File: src/rtl/seven_seg_pkg.sv
// Shared constants for the seven-segment scan display: hex glyph table and width helper.
package seven_seg_pkg;

   localparam logic [6:0] SEG_OFF = 7'h7F;

   // Active-high glyphs, bit0 = a ... bit6 = g; entry 15 (F) first.
   localparam logic [15:0][6:0] SEG_HEX = {
      7'h71, 7'h79, 7'h5E, 7'h39, 7'h7C, 7'h77, 7'h6F, 7'h7F,
      7'h07, 7'h7D, 7'h6D, 7'h66, 7'h4F, 7'h5B, 7'h06, 7'h3F
   };

   function automatic int idx_w(input int n);
      return (n <= 2) ? 1 : $clog2(n);
   endfunction

endpackage

File: src/rtl/hex_to_seg7.sv
// Combinational nibble to active-low seven-segment decoder.
module hex_to_seg7
   import seven_seg_pkg::*;
(
   input  logic [3:0] nib,
   output logic [6:0] seg_n
);

   assign seg_n = ~SEG_HEX[nib];

endmodule

File: src/rtl/seven_seg_scan_display.sv
// Time-multiplexed N-digit hex display with frame-synchronous update, dp, zero blanking and anti-ghost gap.
module seven_seg_scan_display
   import seven_seg_pkg::*;
#(
   parameter int NUM_DIGITS   = 8,
   parameter int REFRESH_DIV  = 100000,
   parameter int BLANK_CYCLES = 1000
) (
   input  logic                    clk,
   input  logic                    rst,
   input  logic                    disp_en,
   input  logic                    lz_en,
   input  logic                    load,
   input  logic [4*NUM_DIGITS-1:0] value_in,
   input  logic [NUM_DIGITS-1:0]   dp_in,
   output logic [6:0]              seg_n,
   output logic                    dp_n,
   output logic [NUM_DIGITS-1:0]   an_n,
   output logic                    frame_done,
   output logic                    commit
);

   localparam int PW = idx_w(REFRESH_DIV);
   localparam int IW = idx_w(NUM_DIGITS);
   localparam logic [PW-1:0] PRESC_MAX = PW'(REFRESH_DIV - 1);
   localparam logic [PW-1:0] BLANK_P   = PW'(BLANK_CYCLES);
   localparam logic [IW-1:0] IDX_MAX   = IW'(NUM_DIGITS - 1);

   typedef struct packed {
      logic [NUM_DIGITS-1:0][3:0] val;
      logic [NUM_DIGITS-1:0]      dp;
   } frame_t;

   logic [PW-1:0]                presc;
   logic [IW-1:0]                idx;
   frame_t                       active, pending;
   logic                         pend_vld;
   logic                         tick, boundary, lit;
   logic [NUM_DIGITS:0]          zero_from;
   logic [NUM_DIGITS-1:0]        sup, an_sel;
   logic [NUM_DIGITS-1:0][6:0]   dig_seg_n;

   assign tick     = (presc == PRESC_MAX);
   assign boundary = tick && (idx == IDX_MAX);

   // zero_from[k]: every active nibble from k up to the leftmost digit is zero.
   assign zero_from[NUM_DIGITS] = 1'b1;
   for (genvar k = 0; k < NUM_DIGITS; k++) begin : g_dig
      assign zero_from[k] = (active.val[k] == 4'h0) && zero_from[k+1];
      if (k == 0) begin : g_d0
         assign sup[k] = 1'b0;
      end else begin : g_dk
         assign sup[k] = lz_en && zero_from[k] && !active.dp[k];
      end
      hex_to_seg7 u_dec (.nib(active.val[k]), .seg_n(dig_seg_n[k]));
   end

   assign an_sel = NUM_DIGITS'(1) << idx;
   assign lit    = disp_en && (presc >= BLANK_P) && !sup[idx];

   always_ff @(posedge clk or posedge rst) begin
      if (rst) begin
         presc      <= '0;
         idx        <= '0;
         active     <= '0;
         pending    <= '0;
         pend_vld   <= 1'b0;
         an_n       <= '1;
         seg_n      <= SEG_OFF;
         dp_n       <= 1'b1;
         frame_done <= 1'b0;
         commit     <= 1'b0;
      end else begin
         presc <= tick ? '0 : presc + 1'b1;
         if (tick) idx <= (idx == IDX_MAX) ? '0 : idx + 1'b1;

         frame_done <= boundary;
         commit     <= boundary && pend_vld;
         if (boundary && pend_vld) active <= pending;

         // A load on the committing edge stays pending for the next frame.
         if (load) begin
            pending  <= {value_in, dp_in};
            pend_vld <= 1'b1;
         end else if (boundary) begin
            pend_vld <= 1'b0;
         end

         an_n  <= lit ? ~an_sel : '1;
         seg_n <= lit ? dig_seg_n[idx] : SEG_OFF;
         dp_n  <= lit ? ~active.dp[idx] : 1'b1;
      end
   end

endmodule

File: config.mk
export PLATFORM = sky130hd
export DESIGN_NAME = seven_seg_scan_display
export DESIGN_NICKNAME = d
export VERILOG_FILES = /design/src/rtl/seven_seg_pkg.sv /design/src/rtl/hex_to_seg7.sv /design/src/rtl/seven_seg_scan_display.sv
export SDC_FILE = /design/constraint.sdc
export NUM_CORES = 1
export LEC_CHECK = 0
export CAP_MARGIN = 10
export CELL_PAD_IN_SITES_DETAIL_PLACEMENT = 1
export CELL_PAD_IN_SITES_GLOBAL_PLACEMENT = 1
export CORE_UTILIZATION = 50
export DETAILED_ROUTE_END_ITERATION = 6
export PLACE_DENSITY = 0.85
export SETUP_SLACK_MARGIN = 0.1
export SKIP_LAST_GASP = 1
export SLEW_MARGIN = 10
export SYNTH_ARGS = -nofsm -noshare
export SYNTH_HDL_FRONTEND = slang
export SYNTH_SLANG_ARGS = --single-unit
File: constraint.sdc
create_clock -name clk -period 8.6 [get_ports clk]
set_clock_uncertainty 0.05 [all_clocks]
set_input_delay 1.29 -clock clk [delete_from_list [all_inputs] [get_ports clk]]
set_output_delay 1.29 -clock clk [all_outputs]
set_load 0.03 [all_outputs]
-- Yosys cells after proc, flatten, opt, wreduce, memory -nomap -nowiden
Memory sizes are Yosys's and may differ from the RTL's.
Cells that the tools add are included.
- multiplexer cells: 21
- div/mod/pow operators: 0
- bitwise gates (word level): 10
- $add $sub $neg: 2
- shift operators: 1
- $mul: 0
- equal/unequal tests: 2
- reduce and logical (&&, ||, !) cells: 40
- order comparisons: 10
- operators by type and width (kind ; number):
    7-bit two-way mux ; 10
    7-bit NOT ; 8
    4-bit by 5-bit less-than comparator with 1-bit output, second input constant ; 8
    4-bit logical NOT ; 7
    1-bit logical AND ; 24
    7-bit binary-select mux with 3-bit select ; 1
    17-bit by 1-bit adder with 17-bit output, second input constant ; 1
    17-bit == test, second input constant ; 1
    17-bit by 10-bit greater-or-equal comparator with 1-bit output, second input constant ; 1
    17-bit two-way mux ; 1
    1-bit logical NOT ; 8
    8-bit two-way mux ; 1
    8-bit NOT ; 1
    1-bit by 3-bit left shift with 8-bit output, first input constant ; 1
    1-bit binary-select mux with 3-bit select ; 2
    1-bit two-way mux ; 5
    3-bit by 4-bit less-than comparator with 1-bit output, second input constant ; 1
    3-bit by 1-bit adder with 3-bit output, second input constant ; 1
    3-bit == test, second input constant ; 1
    3-bit two-way mux ; 1
    2-bit nonzero test ; 1
    1-bit NOT ; 1
- bits in registers: 119
- memory bits (read-only): 896
- word-level logic and storage cells: 120
- bits in latches: 0
- memory bits (writable): 0
- output and inout bits: 18
- bits of input ports: 45
- memories kept: 8
- memory list (name ; depth ; width ; rd ports ; clocked after memory_dff ; write ports ; RTL line ; source):
    (no name shown) ; 16 ; 7 ; 1 ; 0 ; 0 ; hex_to_seg7.sv:9 ; assign seg_n = ~SEG_HEX[nib];
    (no name shown) ; 16 ; 7 ; 1 ; 0 ; 0 ; hex_to_seg7.sv:9 ;
    (no name shown) ; 16 ; 7 ; 1 ; 0 ; 0 ; hex_to_seg7.sv:9 ;
    (no name shown) ; 16 ; 7 ; 1 ; 0 ; 0 ; hex_to_seg7.sv:9 ;
    (no name shown) ; 16 ; 7 ; 1 ; 0 ; 0 ; hex_to_seg7.sv:9 ;
    (no name shown) ; 16 ; 7 ; 1 ; 0 ; 0 ; hex_to_seg7.sv:9 ;
    +2 memories ; - ; - ; - ; - ; - ; - ;

-- Longest topological paths before layout
Gate-level depths: netlist of the first run.
- depth in word-level cells: 14
- gate-level depth with buffers: 9
- mapped depth without buffers: 8

-- Modules after synthesis
From an unflattened synthesis of the first run, not the netlist that was laid out.
- cells, all modules: 615
- area, all modules: 7265.7 sq um
- modules (own cells, without submodules) (module ; sequential area each (sq um) ; area an instance (sq um) ; times used ; cells each):
    seven_seg_scan_display ; 2997.9 ; 5252.5 ; 1 ; 365
    hex_to_seg7 at g_dig[1].u_dec ... ; 0.0 ; 252.7 ; 6 ; 31
    hex_to_seg7 at g_dig[3].u_dec ; 0.0 ; 251.5 ; 1 ; 31
    hex_to_seg7 at g_dig[0].u_dec ; 0.0 ; 245.2 ; 1 ; 33

-- Least setup slack after synthesis of the first run
Ideal clock, no wire load.
- path kind: input -> register
- start: input port lz_en
- end: register seg_n[6]
- setup time: 82 ps
- buffers on the path: 1
- data arrival time: 2401 ps
- setup slack: 6067 ps
- required time: 8468 ps
- stages: 6
- cells stage by stage: nand3_1 > or4_1 > o211a_1 > o41a_1 > buf_2 > o211ai_1
- cells in the longest elaborated chain, start to end: 7
- elaborated cells between the ends (all ways): 19
- classes of those cells: mux: 3; reduce/logical: 16
- ends and longest elaborated chain (item ; RTL line ; source):
    from (decl) ; seven_seg_scan_display.sv:12 ; input logic lz_en,
    1-bit logical AND (2 in series) ; seven_seg_scan_display.sv:53 ; assign sup[k] = lz_en && zero_from[k] && !active.dp[k];
    1-bit binary-select mux with 3-bit select (*) ; seven_seg_scan_display.sv:59 ; assign lit = disp_en && (presc >= BLANK_P) && !sup[idx];
    1-bit two-way mux (implied by the code) (*) ; seven_seg_scan_display.sv:59 ;
    1-bit logical NOT (*) ; seven_seg_scan_display.sv:59 ;
    1-bit logical AND (*) ; seven_seg_scan_display.sv:59 ;
    7-bit two-way mux (*) ; seven_seg_scan_display.sv:90 ; seg_n <= lit ? dig_seg_n[idx] : SEG_OFF;
    to (signal assigned) ; seven_seg_scan_display.sv:90 ;
    to (decl) ; seven_seg_scan_display.sv:16 ; output logic [6:0] seg_n,
Every way passes the cells marked *; elsewhere a longest branch is shown, timed or not. The select of a mux whose other input is x is not followed.
A chain may end at the register's enable or synchronous reset.

-- Worst setup path after layout of the first run
- start: register presc[0]
- end: register active[18] (netlist name)
- cells in the longest elaborated chain, start to end: 3
- ends and longest elaborated chain (item ; RTL line ; source):
    from (decl) ; seven_seg_scan_display.sv:34 ; logic [PW-1:0] presc;
    from (signal assigned) ; seven_seg_scan_display.sv:74 ; presc <= tick ? '0 : presc + 1'b1;
    17-bit == test ; seven_seg_scan_display.sv:43 ; assign tick = (presc == PRESC_MAX);
    1-bit logical AND ; seven_seg_scan_display.sv:44 ; assign boundary = tick && (idx == IDX_MAX);
    1-bit logical AND ; seven_seg_scan_display.sv:79 ; if (boundary && pend_vld) active <= pending;
    to (signal assigned) ; seven_seg_scan_display.sv:79 ;
    to (decl) ; seven_seg_scan_display.sv:36 ; frame_t active, pending;
No other way between the ends.

==> results of run 1 <==
==> layout by cell type (no fill, tap or decap), drive strengths merged, types with 16 or more instances in the layout <==
cell type and count:
nand2 53, nor2b 16, mux2 81, clkbuf 18, dfrtp 103, inv 39, clkdlybuf4s50 61, ha 48
dfstp 16, o21ai 17, nand3 18, nor2 46
==> worst register-to-register path: stages (launching register included) <==
cell and delay (ps):
dfrtp_1 410, ha_1 230, and4_1 290, nand2_1 180
nor4_4 720, nand3_2 600, buf_4 520, mux2_4 380
==> synthesized netlist by cell type, drive strengths merged (13+ instances only) <==
cell / number
nor2b: 16
nor2: 46
clkbuf: 21
mux2: 81
o21ai: 17
nand3: 18
inv: 39
nand2: 53
a21oi: 13
dfstp: 16
mux2i: 14
dfrtp: 103
mux4: 14
ha: 48
buf: 15
==> final cells by class <==
type,count,area [um^2],area share (%)
Clock inverter,14,135,1.62
Inverter,40,153,1.83
Tap cell,180,225,2.70
Sequential cell,119,3000,35.9
Timing Repair Buffer,64,631,7.55
Clock buffer,18,429,5.14
Multi-Input combinational cell,445,3780,45.3
==> metrics by stage <==
step / std cells / power [mW] / utilization [%]
6_report: 880 / 1.34 / 60.2
5_1_grt: 880 / 1.38 / 60.2
4_1_cts: 880 / 1.35 / 60.2
3_5_place_dp: 848 / 0.660 / 56.1
3_3_place_gp: 848 / 0.654 / 56.1
2_1_floorplan: 640 / 0.627 / -
==> state kept, by name, indices dropped and copies added, names as in the netlist <==
name and count:
commit 1, an_n 8, pending 40, idx 3
seg_n 7, active 40, presc 17, pend_vld 1
frame_done 1, dp_n 1
==> power by group through the flow <==
stage	Clock [mW]	Sequential [mW]	Combinational (mW)
floorplan	0	0.596	0.0318
global placement	0	0.599	0.0554
detailed placement	0	0.600	0.0593
CTS	0.694	0.591	0.0597
global route	0.719	0.593	0.0638
finish	0.687	0.591	0.0580
==> path summary, 6_finish.rpt <==
path	startpoint	endpoint	slack, ps	cells after the start
max	presc[0]	active[18]	5090	7
min	pending[9]	active[9]	450	1
max reg2reg	presc[0]	active[18]	5090	7
min reg2reg	pending[9]	active[9]	450	1
max in group asynchronous	rst	pending[31]	5980	3
min in group asynchronous	rst	active[21]	1290	2
==> metal layers <==
layer | routed length [um] | up-vias | GRT usage (%)
li1 | - | 2382 | -
met1 | 7780 | 2664 | 33.2
met2 | 9140 | 125 | 45.3
met3 | 766 | 33 | 5.55
met4 | 391 | 0 | 10.6
met5 | 0 | - | 0
==> cells by family (layout without fill, tap and decap cells) <==
| family | count (synthesis) | count (layout) | synth area share (%) |
|---|---|---|---|
| simple gates | 181 | 181 | 12.5 |
| flops | 119 | 119 | 42.2 |
| mux | 109 | 109 | 21.4 |
| compound gates | 94 | 94 | 9.39 |
| buf+inv | 76 | 136 | 4.48 |
| fa+ha+maj | 48 | 48 | 8.46 |
| xor+xnor | 13 | 13 | 1.60 |
==> results.json, run 1 <==
{
  "worst_slew_pin_slew_ps": 1030,
  "synth_seq_area_share_pct": 42.2,
  "fp.dieW_um": 121,
  "viasPerCell": 5.91,
  "syn_nets": 733,
  "critPathArrivalTime_ps": 3760,
  "grt_usage_pct": 26.7,
  "wl_um": 18100,
  "synth-main-ff-cell": "dfrtp_1",
  "cpPeakStageDelay_ps": 720,
  "nNetsFinal": 780,
  "ys_types": 52,
  "cts_buffer_depth": 2,
  "fillers": 1441,
  "pre_cts_ws_ps": 5180,
  "max_cap_viol_count": 0,
  "drive_gt1_share_pct": 21.9,
  "cp_num_buf_inv": 1,
  "grt_max_degree": 63,
  "intPower_mw": 1.04,
  "synthTopCellsByArea": "dfrtp_1, ha_1, mux2_4",
  "synth_warnings": 0,
  "cpLargestDelayFamily": "simple AND/OR/NAND/NOR gates",
  "numClockSinks": 119,
  "hp-class": "reg2reg",
  "crit_slowest_cell": "nor4_4",
  "switching_share_pct": 22.4,
  "drt-initial-drc-count": 342,
  "grt_pass1_vias": 5519,
  "fmax_mhz": 285,
  "synth-edff-count": 0,
  "setup_ws_ps": 5090,
  "finalSetupViolCount": 0,
  "grt_overflow_total": 0,
  "gp_congestion": 0.864,
  "power_density_nw_per_um2": 160,
  "outcome": "finished, final reports clean",
  "startpoint_type": "flop",
  "cp_cell_sequence": "ha_1 > and4_1 > nand2_1 > nor4_4 > nand3_2 > buf_4 > mux2_4",
  "cts_root_buf": "clkbuf_16",
  "stdcell_area_um2": 8360,
  "die_y_um": 121,
  "antenna_found_initial": 0,
  "worst_setup_path_end_kind": "flop",
  "min_period_ps": 3510,
  "ios": 63,
  "critPathMaxFanout": 27,
  "insertion_delay_ps": 420,
  "htreeDepth": 4,
  "max_slew_margin_pct": 31.6,
  "post_cts_resized": 0,
  "hpwlAfterDp_um": 12400,
  "setup_tns_ps": 0,
  "ir_worst_vdd_mv": 0.139,
  "critPathRequiredTime_ps": 8860,
  "core_region_area_um2": 13900,
  "rsz0062_at_grt": "false",
  "fin_hold_ws_ps": 452,
  "path_clk_slew_ps": 60,
  "syn2layout_area_growth_pct": 17.7,
  "pwr-share-seq_pct": 44.2,
  "power.leakage_nw": 3.61,
  "finalMaxSlewViolations": 0,
  "first_pass_iters": 4,
  "ant_nets": 0,
  "num_antenna_cells": 0,
  "yosysTopAreaCell": "dfrtp_1",
  "syn_area_per_cell_um2": 11.1,
  "die_area_um2": 14700,
  "wire_per_inst_um": 20.6,
  "initial_core_util_pct": 51.2,
  "cts_post_setup_buffers_inserted": 0,
  "hold_viol": 0,
  "cts_tree": "built",
  "yosys.area.top_type_share_pct": 36.3,
  "place_area_um2": 7790,
  "ys_ff_latch": 119,
  "pwr-share-clk_pct": 51.4,
  "row_count": 43,
  "num_vias": 5204,
  "drc": 0,
  "p_comb_share_pct": 4.3,
  "critPathKind": "reg2reg",
  "period_share_pct": 40.8,
  "grt_pass1_wl_um": 29500,
  "p_sw_mw": 0.300,
  "synth_area_um2": 7100,
  "holdBufCountCts": 0,
  "synthCells": 640,
  "async_flop_share_pct": 100,
  "cts_buffers": 17,
  "port_buffers": 62
}
Power figures use the tool's default switching activity.
==> run 2: changes to the inputs <==
Settings changed: CORE_UTILIZATION 50 to 47, PLACE_DENSITY 0.85 to 0.81.
Clock period 8.6 ns to 3.29 ns, I/O delays scaled along.
==> run 2 against run 1 <==
Compared with the run above:
- the flow now finishes with violations (design-rule violations)
- worst setup slack lost 4500 ps
- critical path depth shrank 1
- sequential power grew to 2.6 times the previous value
- combinational power grew to 2.6 times the previous value
- power grew to 2.7 times the previous value
- clock power grew to 2.8 times the previous value
- via count is the same
- worst hold slack lost 7.0 ps
- global-route usage shrank 2.3 points
- cell count grew 1.3%
==> results.json, run 2 (synthesis results as in run 1) <==
{
  "wire_per_inst_um": 19.9,
  "failed_checks": "design-rule violations",
  "wl_um": 17800,
  "total_power_mw": 3.60,
  "nNetsFinal": 787,
  "dp.cells": 859,
  "first_pass_iters": 7,
  "power.leakage_nw": 3.68,
  "die_y_um": 125,
  "cts_buffer_depth": 2,
  "ios": 63,
  "grt_pass1_vias": 5699,
  "drc": 10,
  "cts_tree": "built",
  "period_share_pct": 82.6,
  "fillers": 1530,
  "reg_top3": "active: 40 flops, pending: 40 flops, presc: 17 flops",
  "drive_gt1_share_pct": 22.3,
  "drt-initial-drc-count": 226,
  "cts_post_setup_buffers_inserted": 0,
  "max_cap_viol_count": 0,
  "finalSetupViolCount": 0,
  "initial_core_util_pct": 48.5,
  "r2r_slack_ps": 570,
  "min_period_ps": 2720,
  "core_region_area_um2": 14600,
  "layout_common_cells": "dfrtp_1, clkdlybuf4s50_1, nand2_1",
  "hpwlAfterDp_um": 12400,
  "syn2layout_area_growth_pct": 19.2,
  "worst_setup_path_end_kind": "flop",
  "path_clk_slew_ps": 60,
  "grt_usage_pct": 24.4,
  "register_area_um2": 3000,
  "post_cts_resized": 0,
  "setup_tns_ps": 0,
  "outcome": "finished with violations",
  "gp_congestion": 0.889,
  "worstReg2RegEnd": "seg_n[0]",
  "viasPerCell": 5.84,
  "reg2reg_from": "idx[1]",
  "multi_input_area_um2": 3780,
  "max_slew_margin_pct": 35.1,
  "mostFrequentLayoutCell": "dfrtp_1",
  "worst_r2r_path_depth": 6,
  "cts_buffers": 17,
  "hp-class": "in2async",
  "port_buffers": 62,
  "insertion_delay_ps": 430,
  "num_antenna_cells": 0,
  "num_vias": 5204,
  "rsz0062_at_grt": "false",
  "worst_slew_pin_slew_ps": 974,
  "power_density_nw_per_um2": 426,
  "row_count": 44,
  "final_cells": 891,
  "ir_worst_vdd_mv": 0.430,
  "finalMaxSlewViolations": 0,
  "antenna_found_initial": 0,
  "critPathKind": "reg2reg",
  "critPathRequiredTime_ps": 3540,
  "numClockSinks": 119,
  "ant_nets": 0,
  "startpoint_type": "flop",
  "grt_pass1_wl_um": 29500,
  "grt_max_degree": 62,
  "cts_root_buf": "clkbuf_16",
  "hold_viol": 0,
  "critPathLaunch": "idx[1]",
  "htreeDepth": 4,
  "die_area_um2": 15600,
  "critPathMaxFanout": 20,
  "grt_overflow_total": 0,
  "fp.dieW_um": 125,
  "critPathArrivalTime_ps": 2970,
  "fmax_mhz": 368,
  "endpoint": "seg_n[0]",
  "holdBufCountCts": 0
}
[run 2: how the worst min path moves through the flow]
stage,endpoint,slack (ps),depth (start not counted)
2_1_floorplan,presc[14],420,1
3_3_place_gp,presc[0],440,1
3_5_place_dp,active[32],440,1
4_1_cts,pending[19],450,2
5_1_grt,active[12],470,1
6_report,pending[21],440,2
[run 2: final cells by class]
class,instances,area share [%]
sequential,119,35.4
inverter,40,1.82
multi-input combinational,445,44.7
clock inverter,9,1.45
tap,184,2.72
timing repair buffer,71,8.22
clock buffer,23,5.65
[run 2: critical path: stages (launching register included)]
cell	delay (ps)
dfrtp_1	760
nor2b_1	310
a22oi_1	130
or4_1	520
o211a_1	240
o41a_1	310
o21ai_0	260
[run 2: report_power, final]
part / switching, mW / internal, mW
sequential: 0.0279 / 1.52
combinational: 0.0585 / 0.0946
clock: 0.666 / 1.24
total: 0.752 / 2.85
[run 2: layer usage]
metal / up-vias / wire, um / global-route usage [%]
met5: - / 0 / 0
met3: 43 / 785 / 4.85
met1: 2633 / 7350 / 28.9
met4: 0 / 505 / 12.3
li1: 2393 / - / -
met2: 135 / 9120 / 42.3
[run 2: stage by stage]
stage | utilization (%) | area [um^2] | setup slack (ps) | hold slack [ps]
after floorplan | - | 7100 | 1170 | 419
final | 57.8 | 8460 | 573 | 445
after global placement | 53.7 | 7860 | 786 | 437
after CTS | 57.8 | 8460 | 595 | 446
after detailed placement | 53.7 | 7860 | 654 | 442
after global routing | 57.8 | 8460 | 460 | 468
==> edit: new RTL, flow settings as in run 1 <==
Register the output `commit` once more, cleared by the reset; this adds one clock of latency there. The other outputs are not delayed to match.
--- a/src/rtl/seven_seg_scan_display.sv
+++ b/src/rtl/seven_seg_scan_display.sv
@@ -32,2 +32,4 @@
    } frame_t;
+
+   logic commit_s0;
 
@@ -71,3 +73,3 @@
          frame_done <= 1'b0;
-         commit     <= 1'b0;
+         commit_s0  <= 1'b0;
       end else begin
@@ -77,3 +79,3 @@
          frame_done <= boundary;
-         commit     <= boundary && pend_vld;
+         commit_s0  <= boundary && pend_vld;
          if (boundary && pend_vld) active <= pending;
@@ -94,2 +96,10 @@
 
+   always_ff @(posedge clk or posedge rst) begin
+      if (rst) begin
+         commit <= '0;
+      end else begin
+         commit <= commit_s0;
+      end
+   end
+
 endmodule
Function: no difference found for any inputs over 10 cycles, from zero or initial values and one cycle with rst high; that may be too few to reach the edited logic, so the function may still have changed.
==> edit against run 1 <==
First-iteration DRC count fell by 5.0%. Power grew 6.3%. Maximum frequency up 11%. Routed wire length grew 5.3%. Global-route usage rose by 1.5 points. Clock power increased by 11%. Area after synthesis rose by 0.35%. Cell area increased by 1.2%. Critical path depth unchanged. Sequential cell count up 1. Die area increased by 0.35%. Worst setup slack better by 0.35 ns.
==> edit: results (changes against run 1) <==
metric	value	unit	change
slowest cell on the critical path	nand3_2		
GRT met3 Usage	5.87	%	+0.33 points
syn_nets	734		+0.14%
total routed wirelength	19000	µm	+5.3%
Adder-Cell Fraction of Synth Area	8.43	%	-0.030 points
GRT Total Usage	28.2	%	+1.5 points
post-DP HPWL	13000	µm	+5.4%
largest net degree at the start of global routing	67		+6.3%
Worst EP arrival	3.41	ns	-0.35 ns
Post-layout nets	782		+0.26%
Worst path top cell family by delay	simple AND/OR/NAND/NOR gates		
Fillers	1451		+0.69%
mux cell area share after synthesis	21.3	%	-0.075 points
number of global-route vias before repair	5798		+5.1%
DR iter-0 viols	325		-5.0%
static leakage	0.00368	µW	+1.9%
M2 GR Usage	46.7	%	+1.3 points
commonest cells in the synthesized netlist	104 x dfrtp_1, 53 x nand2_1, 48 x ha_1		
WHS Path Cells	0		-1
compound-cell area share of the yosys netlist	9.36	%	-0.033 points
Crit path largest cell delay	0.56	ns	-0.16 ns
Register-to-Register Setup Slack	5.44	ns	+0.35 ns
met1 Track Usage GR	35.6	%	+2.4 points
Worst Hold Path EP	commit		
outcome	finished clean		
VDD IR-drop max	0.000124	V	-11%
reg-to-reg endpoint	active[27]		
sequential cell area fraction in the yosys report	42.4	%	+0.20 points
global-route wire length before repair	31400	µm	+6.2%
Crit Path Max Fanout	25		-7.4%
n_diodes	0		unchanged
slew margin rel.	30.3	%	-1.3 points
GP Congestion	0.861		-0.39%
final hold slack	0.302	ns	-0.149 ns
XOR/XNOR Fraction of Synth Area	1.60	%	-0.0056 points
Vias/cell	5.99		+1.4%
layout cells sized above 1	21.5	%	-0.35 points
==> edit: cell types whose count changed after synthesis, sizes merged <==
cell	delta
dfrtp	+1
==> edit: cell type report <==
class	instances	area, µm²	share of cell area (%)
flip-flops and latches	120	3020	35.7
multi-input cells	445	3780	44.7
clock inverters	7	139	1.64
well taps	180	225	2.66
inverters	40	153	1.80
repair buffers	65	638	7.54
clock buffers	25	495	5.86
==> edit: cells by family after synthesis <==
kind of cell,after synthesis
AOI/OAI and AO/OA,94
xor gates and xnor gates,13
muxes,109
and+or+nand+nor,181
DFF,120
adders and majority gates,48
buffers and inverters,76
==> edit: routing by layer <==
layer / wire (µm) / vias up
li1: - / 2378
met5: 0 / -
met3: 923 / 58
met1: 8070 / 2677
met4: 544 / 0
met2: 9500 / 174
==> edit: how the worst max path moves through the flow <==
stage,startpoint,endpoint,cells past startpoint
2_1_floorplan,rst,active[0],1
3_3_place_gp,rst,pending[31],3
3_5_place_dp,lz_en,seg_n[6],6
4_1_cts,presc[0],active[27],7
5_1_grt,presc[0],active[27],7
6_report,presc[0],active[27],7
==> edit: per-stage QoR <==
stage | setup WS [ns] | std cells | utilization [%] | cell area [µm²]
2_1_floorplan | 4.10 | 641 | - | 7130
3_3_place_gp | 5.48 | 850 | 56.4 | 7820
3_5_place_dp | 5.40 | 850 | 56.4 | 7820
4_1_cts | 5.45 | 882 | 60.9 | 8460
5_1_grt | 5.28 | 882 | 60.9 | 8460
6_report | 5.44 | 882 | 60.9 | 8460
==> edit: power breakdown <==
part           leakage [µW]  total (µW)  internal (µW)  switching [µW]
Combinational       0.00186        58.5           35.1            23.4
Sequential          0.00151         597            585            12.2
Clock              0.000311         765            515             250
